[src/rtl/sram_image_loader.sv]
// Packs a 1-bit/beat pixel stream into one 16-bit word per row and writes
// nrows, ncols and the row words to SRAM. Optional trailer: LOADER_TERMINATOR_EN.
module sram_image_loader #(
   parameter logic [11:0] BASE_ADDR  = 12'h000,
   parameter int unsigned MAX_ROWS   = 16,
   parameter logic [15:0] TERMINATOR = 16'h00FF
) (
   input  logic        clk,
   input  logic        reset_b,
   input  logic        load_start,
   input  logic [15:0] load_nrows,
   input  logic [15:0] load_ncols,
   input  logic        load_abort,
   input  logic        pix_valid,
   input  logic        pix_data,
   output logic        pix_ready,
   output logic        loader_busy,
   output logic        load_done,
   output logic        load_error,
   output logic [11:0] dut_sram_write_address,
   output logic [15:0] dut_sram_write_data,
   output logic        dut_sram_write_enable
);

   typedef enum logic [2:0] {
      StIdle,
      StHdrR,
      StHdrC,
      StFill,
      StRowWr,
`ifdef LOADER_TERMINATOR_EN
      StTerm,
`endif
      StFin
   } state_e;

   state_e      state_q, state_d;
   logic [15:0] nrows_q, nrows_d;
   logic [15:0] ncols_q, ncols_d;
   logic [3:0]  col_q, col_d;
   logic [15:0] row_q, row_d;
   logic [15:0] pack_q, pack_d;
   logic        we_q, we_d;
   logic [11:0] addr_q, addr_d;
   logic [15:0] data_q, data_d;
   logic        err_q, err_d;

   logic        dims_ok;
   logic        last_col;
   logic        last_row;
   logic        busy;

`ifndef LOADER_TERMINATOR_EN
   logic unused_term;
   assign unused_term = ^TERMINATOR;
`endif

   assign dims_ok  = (load_nrows != 16'd0) && (32'(load_nrows) <= MAX_ROWS) &&
                     (load_ncols != 16'd0) && (load_ncols <= 16'd16);
   assign last_col = ({1'b0, col_q} == (ncols_q[4:0] - 5'd1));
   assign last_row = (row_q == (nrows_q - 16'd1));
   assign busy     = (state_q != StIdle) && (state_q != StFin);

   assign pix_ready              = (state_q == StFill);
   assign loader_busy            = busy;
   assign load_done              = (state_q == StFin);
   assign load_error             = err_q;
   assign dut_sram_write_address = addr_q;
   assign dut_sram_write_data    = data_q;
   assign dut_sram_write_enable  = we_q;

   // Write strobe/address/data are registered on entry to the writing state,
   // so the enable is visible during HDR_R, HDR_C, ROW_WR and TERM.
   always_comb begin
      state_d = state_q;
      nrows_d = nrows_q;
      ncols_d = ncols_q;
      col_d   = col_q;
      row_d   = row_q;
      pack_d  = pack_q;
      we_d    = 1'b0;
      addr_d  = addr_q;
      data_d  = data_q;
      err_d   = 1'b0;

      if (load_abort && busy) begin
         state_d = StIdle;
      end else begin
         case (state_q)
            StIdle: begin
               if (load_start) begin
                  if (dims_ok) begin
                     nrows_d = load_nrows;
                     ncols_d = load_ncols;
                     col_d   = 4'd0;
                     row_d   = 16'd0;
                     pack_d  = 16'd0;
                     state_d = StHdrR;
                     we_d    = 1'b1;
                     addr_d  = BASE_ADDR;
                     data_d  = load_nrows;
                  end else begin
                     err_d = 1'b1;
                  end
               end
            end
            StHdrR: begin
               state_d = StHdrC;
               we_d    = 1'b1;
               addr_d  = BASE_ADDR + 12'd1;
               data_d  = ncols_q;
            end
            StHdrC: begin
               state_d = StFill;
            end
            StFill: begin
               if (pix_valid) begin
                  pack_d[col_q] = pix_data;
                  if (last_col) begin
                     col_d   = 4'd0;
                     state_d = StRowWr;
                     we_d    = 1'b1;
                     addr_d  = BASE_ADDR + 12'd2 + row_q[11:0];
                     data_d  = pack_d;
                  end else begin
                     col_d = col_q + 4'd1;
                  end
               end
            end
            StRowWr: begin
               pack_d = 16'd0;
               row_d  = row_q + 16'd1;
               if (last_row) begin
`ifdef LOADER_TERMINATOR_EN
                  state_d = StTerm;
                  we_d    = 1'b1;
                  addr_d  = BASE_ADDR + 12'd2 + nrows_q[11:0];
                  data_d  = TERMINATOR;
`else
                  state_d = StFin;
`endif
               end else begin
                  state_d = StFill;
               end
            end
`ifdef LOADER_TERMINATOR_EN
            StTerm: begin
               state_d = StFin;
            end
`endif
            StFin: begin
               state_d = StIdle;
            end
            default: begin
               state_d = StIdle;
            end
         endcase
      end
   end

   always_ff @(posedge clk) begin
      if (reset_b) begin
         state_q <= StIdle;
         nrows_q <= 16'd0;
         ncols_q <= 16'd0;
         col_q   <= 4'd0;
         row_q   <= 16'd0;
         pack_q  <= 16'd0;
         we_q    <= 1'b0;
         addr_q  <= 12'd0;
         data_q  <= 16'd0;
         err_q   <= 1'b0;
      end else begin
         state_q <= state_d;
         nrows_q <= nrows_d;
         ncols_q <= ncols_d;
         col_q   <= col_d;
         row_q   <= row_d;
         pack_q  <= pack_d;
         we_q    <= we_d;
         addr_q  <= addr_d;
         data_q  <= data_d;
         err_q   <= err_d;
      end
   end

endmodule

[config.mk]
export PLATFORM = sky130hd
export DESIGN_NAME = sram_image_loader
export DESIGN_NICKNAME = d
export VERILOG_FILES = /design/src/rtl/sram_image_loader.sv
export SDC_FILE = /design/constraint.sdc
export NUM_CORES = 1
export LEC_CHECK = 0
export CORE_ASPECT_RATIO = 0.7
export CORE_UTILIZATION = 45
export DETAILED_ROUTE_END_ITERATION = 8
export HOLD_SLACK_MARGIN = 0.08
export PLACE_DENSITY = 0.67
export SETUP_SLACK_MARGIN = 0.4
export SLEW_MARGIN = 20
export SYNTH_ARGS = -nofsm -noshare
export SYNTH_HDL_FRONTEND = slang
export SYNTH_SLANG_ARGS = --single-unit
[constraint.sdc]
create_clock -name clk -period 2.99 [get_ports clk]
set_clock_uncertainty 0.1 [all_clocks]
set_input_delay 0.4485 -clock clk [delete_from_list [all_inputs] [get_ports clk]]
set_output_delay 0.4485 -clock clk [all_outputs]
set_load 0.005 [all_outputs]
==> results.ini, run 1 <==
[global_routing]
grtUsageTotal_pct = 23.5
grt_max_degree = 36
grt_pass1_vias = 4387
antenna_found_initial = 0
gr-total-overflow = 0
grt_pass1_wl_mm = 22.5

[timing]
slew_violations = 0
min_period_ps = 2520
finalHoldViolations = 0
setup_viol = 0
whs_ps = 303
worst_pin_slew_ps = 626
finalSetupTns_ps = 0
rsz0062_at_grt = no
finalCritPeriodShare_pct = 84.3
relSlewSlack_pct = 58.3
clock.fmax_mhz = 397

[place]
dp_hpwl_mm = 10.1
place_congestion = 0.863
io_buffers = 70
dp.cells = 859

[logic_synthesis]
synth-seq-cells = 101
yosysTopAreaCell = dfxtp_1
synth.net_count = 705
synthTopCellsByArea = dfxtp_1 38%, nor2_1 6.8%, a21oi_1 6.3%
syn_inst = 659
synth.distinct_cells = 48
syn_area_per_cell_sq_um = 7.97
syn_area_sq_um = 5250
async_reset_ff_share_pct = 0
synth_edf_count = 0
ys.flop_type = dfxtp_1
netlist.area_leader.share_pct = 38.5
synth_warnings = 0
ys_seq_area_share_pct = 38.5

[finish]
antenna_cells = 0
syn2layout_area_growth_pct = 28.5
register_area_sq_um = 2030
multi_input_area_sq_um = 3150
drive_gt1_share_pct = 11.7
fin_util_pct = 60.4
nNetsFinal = 768
stdcell_count = 880
n_fill_cell = 953

[outcome]
outcome = finished clean

[pwr]
peakVddDrop_uv = 297
p_leak_nw = 2.47
switchingPower_uw = 602
power_density_nw_per_um2 = 408
swShare_pct = 21.9
p_clk_share_pct = 46.8
pwr-share-comb_pct = 4.4
internal-power_mw = 2.15
seqPwrFrac_pct = 48.8

[setup_path]
rr_startpoint = ncols_q[0]$_SDFFE_PP0P_
crit_type = in -> reg
reg2regPathDepth = 11
cp-end-kind = flop
required_ps = 3110
critPathLaunchType = input port
regToRegEndpoint = dut_sram_write_address[9]$_SDFFE_PP0P_
critPathMaxFanout = 8
ff2ff_setup_slack_ps = 470
arrival_ps = 2640
crit_start = load_ncols[4]

[floorplanning]
rows = 32
die_y_microns = 92.4
initial_core_util_pct = 47.0
ios = 71
fp.coreArea_sq_um = 11200
die_w_microns = 131
die-area_sq_um = 12100

[detailed_routing]
drt-met1-wl_mm = 7.24
num_vias = 4841
finalWirelength_mm = 14.3
drtIter0Drc = 394
dr_wl_met2_mm = 6.09
wl_met3_microns = 848
drcViolationCount = 0
top_layer = met4
route.detailed.wl_per_inst_microns = 16.2
drt_first_pass_iters = 5
viasPerCell = 5.50
ant_nets = 0

[cts]
htreeDepth = 3
numCtsBuffers = 9
cts_num_sinks = 101
cts_root_buffer = clkbuf_16
cts_buffer_depth = 2
clkSlewWorstSetupHoldPaths_ps = 70
tritoncts = done
insertion_delay_ps = 350

[worst_hold_path]
holdPathEnd = ncols_q[0]$_SDFFE_PP0P_
hp-start = load_ncols[0]
min_path_cells = 3
min_path_type = in -> reg

[run]
drv_cap = 0

## repair_timing
item,in CTS,in global routing
gates resized for setup,35,34
setup endpoints to repair,62,79
buffers inserted,3,0
hold buffers,0,0
pin swaps,26,14
cloned,2,0
## through the flow
stage               power, mW  area [sq um]  worst slack, ps
finish                   2.75          6750              468
global route             2.84          6750              338
CTS                      2.77          6640              411
detailed placement       1.49          6150            -78.9
global placement         1.49          6150            -18.6
floorplan                1.41          5250              449
## registers in the layout, summed over array words and instances (netlist names)
| signal | flops |
|---|---|
| col_q | 4 |
| dut_sram_write_address | 12 |
| load_error | 1 |
| ncols_q | 16 |
| dut_sram_write_enable | 1 |
| pack_q | 16 |
| state_q | 3 |
| dut_sram_write_data | 16 |
| nrows_q | 16 |
| row_q | 16 |
## cell families after synthesis
logic type	synth area share, %
compound gates	12.4
xor+xnor	8.84
flops	38.5
simple gates	27.7
buf+inv	4.95
fa+ha+maj	1.91
mux	5.72
## layout by cell type (no fill, tap or decap), types with 8 or more instances in the layout
| cell | n |
|---|---|
| and2_1 | 23 |
| dlymetal6s2s_1 | 12 |
| nand2_1 | 77 |
| a21oi_1 | 64 |
| or3_1 | 12 |
| clkdlybuf4s50_1 | 50 |
| dfxtp_1 | 95 |
| clkbuf_16 | 9 |
| nor2_1 | 94 |
| nor3_1 | 8 |
| nand4_1 | 8 |
| nand3b_1 | 14 |
| inv_1 | 12 |
| mux2i_1 | 30 |
| nand3_1 | 24 |
| a211o_1 | 16 |
| xnor2_1 | 32 |
| buf_4 | 23 |
| xor2_1 | 20 |
## cell usage after synthesis (all sizes together), types with 2 or more instances
cell type / instances
o21ai: 3
a21oi: 67
nand3b: 14
and3: 3
inv: 12
or4: 5
o31ai: 2
nor2: 95
dfxtp: 101
clkbuf: 44
a22oi: 2
buf: 6
and2: 24
nand4: 9
nor3: 10
or3: 14
o311a: 2
xnor2: 33
nor4: 12
a211o: 16
nand2b: 3
ha: 8
a32oi: 2
nand2: 77
xor2: 20
a31oi: 5
mux2i: 30
or2: 2
nand3: 26
## power groups by stage
| stage | sequential [mW] | combinational (mW) | clock, mW |
|---|---|---|---|
| finish | 1.34 | 0.120 | 1.29 |
| global route | 1.34 | 0.128 | 1.37 |
| global placement | 1.38 | 0.110 | 0 |
| detailed placement | 1.38 | 0.112 | 0 |
| floorplan | 1.38 | 0.0328 | 0 |
| CTS | 1.34 | 0.116 | 1.31 |
## worst max-delay path: stages
cell	delay (ps)
clkdlybuf4s50_1	520
xnor2_4	280
nand4_4	150
buf_6	140
or4_4	590
nand3_4	200
mux2i_1	240
nor2_1	70
## area by class of cell
cell class / instances / area share (%)
inverter: 12 / 0.667
clock inverter: 7 / 1.56
clock buffer: 9 / 3.34
sequential: 101 / 30.1
tap: 153 / 2.84
timing repair buffer: 101 / 14.8
multi-input combinational: 497 / 46.7
## how the worst max path moves through the flow
stage / slack [ps] / depth (start not counted) / end
floorplan: 450 / 9 / pack_q[6]$_SDFFE_PP0P_
global placement: -20 / 9 / pack_q[4]$_SDFFE_PP0P_
detailed placement: -80 / 9 / pack_q[4]$_SDFFE_PP0P_
CTS: 410 / 9 / pack_q[6]$_SDFFE_PP0P_
global route: 340 / 11 / dut_sram_write_address[9]$_SDFFE_PP0P_
finish: 470 / 8 / pack_q[7]$_SDFFE_PP0P_
## layer usage
layer	track usage, %	up-vias
li1	-	2381
met3	5.04	11
met1	35.0	2275
met2	34.0	174
met5	0	-
met4	5.59	0
Power figures use the tool's default switching activity.
==> run 2: changes to the inputs <==
Settings changed: PLACE_DENSITY 0.67 to 0.7.
Clock period 2.99 ns to 2.1 ns, I/O delays scaled along.
==> results.ini, run 2 (synthesized netlist as in run 1, its figures left out) <==
[outcome]
outcome = complete, but fails checks
violations = setup timing

[setup_path]
ff2ff_setup_slack_ps = -330  ; -790 ps
required_ps = 2280  ; -830 ps
critPathLaunchType = flop
crit_chain = inv_2, ha_4, nand3b_1, a21oi_2, o311a_1, a31oi_1, nand3b_1, buf_4, buf_4, or3_1, a21oi_1
slowest_delay_ps = 340  ; -250 ps
regToRegEndpoint = dut_sram_write_address[11]$_SDFFE_PP0P_
reg2regPathDepth = 11  ; unchanged
rr_startpoint = ncols_q[1]$_SDFFE_PP0P_
worst_path_max_delay_cell = dfxtp_2
crit_type = reg -> reg
critPathMaxFanout = 7  ; -1
arrival_ps = 2600  ; -40 ps
cp-end-kind = flop

[cts]
insertion_delay_ps = 360  ; about the same
cts_buffer_depth = 2  ; unchanged
postCtsHoldBufs = 0  ; unchanged
tritoncts = done
cts_root_buffer = clkbuf_16
cts_num_sinks = 101  ; unchanged
numCtsBuffers = 9  ; unchanged
clkSlewWorstSetupHoldPaths_ps = 70  ; about the same
htreeDepth = 3  ; unchanged

[global_routing]
busiest_layer = met2
grtUsageTotal_pct = 27.3  ; +3.7 points
grt_use_met2_pct = 43.3  ; +9.3 points
grt_pass1_wl_mm = 26.1  ; +16%
grt_pass1_vias = 5243  ; +20%
grt_max_degree = 34  ; -5.6%
use_met1_pct = 36.6  ; +1.6 points
antenna_found_initial = 0  ; unchanged
grt_util_met3_pct = 5.47  ; +0.44 points
gr-total-overflow = 0  ; unchanged

[worst_hold_path]
hp-start = load_ncols[4]
min_path_type = in -> reg
min_path_cells = 3  ; unchanged
holdPathEnd = ncols_q[4]$_SDFFE_PP0P_

[run]
drv_cap = 0  ; unchanged

[timing]
finalCritPeriodShare_pct = 116
slew_violations = 0  ; unchanged
worst_pin_slew_ps = 761  ; +136 ps
setup_viol = 71  ; +71
min_period_ps = 2430
rsz0062_at_grt = yes
clock.fmax_mhz = 412
relSlewSlack_pct = 49.2  ; -9.0 points
finalHoldViolations = 0  ; unchanged
whs_ps = 202  ; -100 ps
postLayoutSetupSlackWorst_ps = -326  ; -794 ps

[detailed_routing]
drtIter0Drc = 472  ; +20%
viasPerCell = 5.67  ; +3.0%
num_vias = 5456  ; +13%
ant_nets = 0  ; unchanged
route.detailed.wl_per_inst_microns = 18.3  ; +13%
drt_first_pass_iters = 5  ; unchanged
drcViolationCount = 0  ; unchanged
finalWirelength_mm = 17.6  ; +23%

[pwr]
p_total_mw = 3.85  ; +40%
power_density_nw_per_um2 = 491  ; +20%
peakVddDrop_uv = 431  ; +45%
p_leak_nw = 2.94  ; +19%

[place]
place_congestion = 0.906  ; +4.9%
post_dp_cell_area_sq_um = 6670  ; +8.5%
io_buffers = 70  ; unchanged
dp_hpwl_mm = 10.6  ; +4.4%

[finish]
syn2layout_area_growth_pct = 49.2
drive_gt1_share_pct = 33.7  ; +22 points
nNetsFinal = 851  ; +11%
final_cell_mix = 89 x buf_4, 89 x dfxtp_1, 79 x nor2_1, 65 x nand2_1, 47 x a21oi_1
antenna_cells = 0  ; unchanged
n_fill_cell = 807  ; -15%
stdcell_area_sq_um = 7840  ; +16%
multi_input_area_sq_um = 3610  ; +15%
register_area_sq_um = 2040  ; +0.49%

[floorplanning]
fp.coreArea_sq_um = 11200  ; unchanged
initial_core_util_pct = 47.0  ; unchanged
die_w_microns = 131  ; unchanged
ios = 71  ; unchanged
rows = 32  ; unchanged
die_y_microns = 92.4  ; unchanged
die-area_sq_um = 12100  ; unchanged

run 2: power breakdown:
part / leakage (nW) / switching [mW] / internal (mW)
sequential: 0.820 / 0.000191 / 1.91
combinational: 1.98 / 0.114 / 0.107
clock: 0.143 / 0.761 / 0.955
total: 2.94 / 0.875 / 2.97
run 2: stage by stage:
step | instances | util (%) | worst slack (ps) | setup TNS (ps)
floorplan | 659 | - | -240 | -7120
global placement | 923 | 59.7 | -856 | -74350
detailed placement | 923 | 59.7 | -892 | -75850
CTS | 954 | 66.5 | -148 | -6890
global route | 963 | 70.2 | -393 | -13890
finish | 963 | 70.2 | -326 | -10570
run 2: how the worst max path moves through the flow:
stage / startpoint / to / slack [ps] / cells after the start
finish: ncols_q[1]$_SDFFE_PP0P_ / dut_sram_write_address[11]$_SDFFE_PP0P_ / -330 / 11
global route: ncols_q[3]$_SDFFE_PP0P_ / dut_sram_write_address[7]$_SDFFE_PP0P_ / -390 / 10
CTS: ncols_q[1]$_SDFFE_PP0P_ / dut_sram_write_address[9]$_SDFFE_PP0P_ / -150 / 11
detailed placement: load_nrows[5] / pack_q[14]$_SDFFE_PP0P_ / -890 / 8
global placement: load_nrows[5] / pack_q[6]$_SDFFE_PP0P_ / -860 / 8
floorplan: load_nrows[5] / pack_q[6]$_SDFFE_PP0P_ / -240 / 9
run 2: final cells by class:
class,instances,area share [%]
Multi-Input combinational cell,497,46.1
Sequential cell,101,26.0
Timing Repair Buffer,184,21.1
Tap cell,153,2.44
Clock buffer,12,3.14
Clock inverter,4,0.606
Inverter,12,0.638
run 2: worst max-delay path: cells and delay by family (launching register included):
kind                     cells  cell delay (ps)
adder cells (fa/ha/maj)      1              160
AND/OR/NAND/NOR              3              740
buffers and inverters        3              400
AO/OA/AOI/OAI                4              610
flip-flops                   1              340
run 2: routing by layer:
metal,share of wire (%),up-vias
met4,2.6,0
met1,46,2584
li1,-,2549
met5,0,-
met2,44,271
met3,7.4,52
run 2: timing repair:
action                                  CTS  global route
pin swaps                                35            48
buffers inserted                         11             6
resized for setup                       149           104
gates cloned                              4             3
endpoints found under the setup margin  105           105
==> run 3: changes to the inputs <==
Settings changed: CORE_UTILIZATION 45 to 30, PLACE_DENSITY 0.7 to not set.
==> results.ini, run 3 (synthesized netlist as in run 1, its figures left out) <==
[outcome]
outcome = complete, but fails checks
violations = setup timing

[finish]
n_fill_cell = 1617  ; +100%
drive_gt1_share_pct = 32.7  ; -1.0 points
antenna_cells = 0  ; unchanged
final_cell_mix = 95 x buf_4, 92 x nor2_1, 88 x dfxtp_1, 64 x nand2_1, 45 x a21oi_1
final_common_cell = buf_4
syn2layout_area_growth_pct = 53.3
fin_util_pct = 46.9  ; -23 points
nNetsFinal = 867  ; +1.9%

[timing]
setup_viol = 89  ; +25%
relSlewSlack_pct = 55.7  ; +6.5 points
whs_ps = 299  ; +96.7 ps
slew_violations = 0  ; unchanged
finalHoldViolations = 0  ; unchanged
finalSetupTns_ps = -10050  ; +522 ps
min_period_ps = 2300  ; -125 ps
worst_pin_slew_ps = 664  ; -97.0 ps
postLayoutSetupSlackWorst_ps = -200  ; +125 ps
finalCritPeriodShare_pct = 110  ; -6.0 points
clock.fmax_mhz = 435  ; +5.5%
rsz0062_at_grt = yes

[detailed_routing]
viasPerCell = 4.94  ; -13%
num_vias = 5222  ; -4.3%
drcViolationCount = 0  ; unchanged
ant_nets = 0  ; unchanged
drt_first_pass_iters = 5  ; unchanged
route.detailed.wl_per_inst_microns = 16.1  ; -12%
finalWirelength_mm = 17.1  ; -3.3%
drtIter0Drc = 381  ; -19%

[global_routing]
grtUsageTotal_pct = 18.6  ; -8.7 points
grt_pass1_wl_mm = 26.3  ; +0.50%
antenna_found_initial = 0  ; unchanged
gr-total-overflow = 0  ; unchanged
grt_max_degree = 41  ; +21%
grt_pass1_vias = 4799  ; -8.5%

[setup_path]
cp_top_family = simple AND/OR/NAND/NOR gates
required_ps = 2280  ; about the same
arrival_ps = 2480  ; -120 ps
rr_startpoint = ncols_q[0]$_SDFFE_PP0P_
crit_chain = inv_2, ha_4, nand3b_1, a21oi_2, o311a_1, a31oi_1, nand3b_1, buf_6, buf_6, or3_1, a21oi_1
crit_start = ncols_q[0]$_SDFFE_PP0P_
regToRegEndpoint = dut_sram_write_address[9]$_SDFFE_PP0P_
cp-end-kind = flop
critPathLaunchType = flop
critPathMaxFanout = 6  ; -1
worst_path_max_delay_cell = dfxtp_2
crit_type = reg -> reg
slowest_delay_ps = 340  ; about the same
reg2regPathDepth = 11  ; unchanged
ff2ff_setup_slack_ps = -200  ; +130 ps
crit_buf_inv = 3  ; unchanged

[cts]
cts_buffer_depth = 2  ; unchanged
cts_num_sinks = 101  ; unchanged
cts_root_buffer = clkbuf_16
insertion_delay_ps = 350  ; about the same
htreeDepth = 3  ; unchanged
clkSlewWorstSetupHoldPaths_ps = 70  ; about the same
tritoncts = done
numCtsBuffers = 9  ; unchanged

[worst_hold_path]
min_path_cells = 4  ; +1
hp-start = load_nrows[1]
min_path_type = in -> reg
holdPathEnd = nrows_q[1]$_SDFFE_PP0P_

[pwr]
p_leak_nw = 3.11  ; +5.8%
peakVddDrop_uv = 314  ; -27%
p_total_mw = 3.93  ; +2.1%
power_density_nw_per_um2 = 488  ; -0.55%

[floorplanning]
die-area_sq_um = 18100  ; +49%
die_w_microns = 160  ; +22%
rows = 40  ; +25%
ios = 71  ; unchanged
fp.coreArea_sq_um = 17200  ; +54%
initial_core_util_pct = 30.6  ; -16 points
die_y_microns = 113  ; +22%

[place]
io_buffers = 70  ; unchanged
dp_hpwl_mm = 11.0  ; +4.1%
place_congestion = 0.852  ; -5.9%

[run]
drv_cap = 0  ; unchanged

-- run 3: final cells by class --
type	count	area, sq um	area share (%)
clock inverter	4	52.6	0.653
timing repair buffer	201	1950	24.2
multi-input combinational	496	3400	42.3
sequential	101	2050	25.4
inverter	12	45.0	0.559
tap	231	289	3.59
clock buffer	12	268	3.33
-- run 3: what timing repair did --
item                                    in CTS  in global routing
hold buffers                                 0                  0
setup buffers                               15                 10
gates cloned                                 5                  4
pin swaps                                   34                 47
gates resized for setup                    113                 95
endpoints found under the setup margin     106                107
-- run 3: worst reg2reg max path: cells and delay by family, from the launching register on --
kind / cells / cell delay (ps)
AO/OA/AOI/OAI: 4 / 630
adder cells (fa/ha/maj): 1 / 160
buffers and inverters: 3 / 360
flip-flops: 1 / 340
AND/OR/NAND/NOR: 3 / 660
-- run 3: worst max-delay path by stage --
stage,depth (start not counted),endpoint
finish,11,dut_sram_write_address[9]$_SDFFE_PP0P_
CTS,11,pack_q[12]$_SDFFE_PP0P_
global route,10,dut_sram_write_address[7]$_SDFFE_PP0P_
detailed placement,10,dut_sram_write_address[5]$_SDFFE_PP0P_
floorplan,9,pack_q[6]$_SDFFE_PP0P_
global placement,10,dut_sram_write_address[8]$_SDFFE_PP0P_
-- run 3: power breakdown --
group          internal, mW  switching (mW)  total, mW
Sequential             1.91        0.000207       1.91
Clock                  1.04           0.759       1.79
Combinational         0.116           0.111      0.227
Total                  3.06           0.870       3.93
-- run 3: routing by layer --
| layer | up-vias | GRT usage (%) | part of all wire, % |
|---|---|---|---|
| met5 | - | 0 | 0 |
| met3 | 19 | 4.58 | 6.8 |
| met2 | 166 | 24.4 | 39 |
| met1 | 2453 | 29.2 | 53 |
| met4 | 0 | 4.83 | 1.2 |
| li1 | 2584 | - | - |
-- run 3: through the flow --
step                      cell area, sq um  instances  setup slack [ps]
final                                 8050       1057              -200
after global routing                  8050       1057              -352
after CTS                             7600       1043              -167
after detailed placement              6820       1007             -1000
after global placement                6820       1007              -948
after floorplan                       5340        659              -240
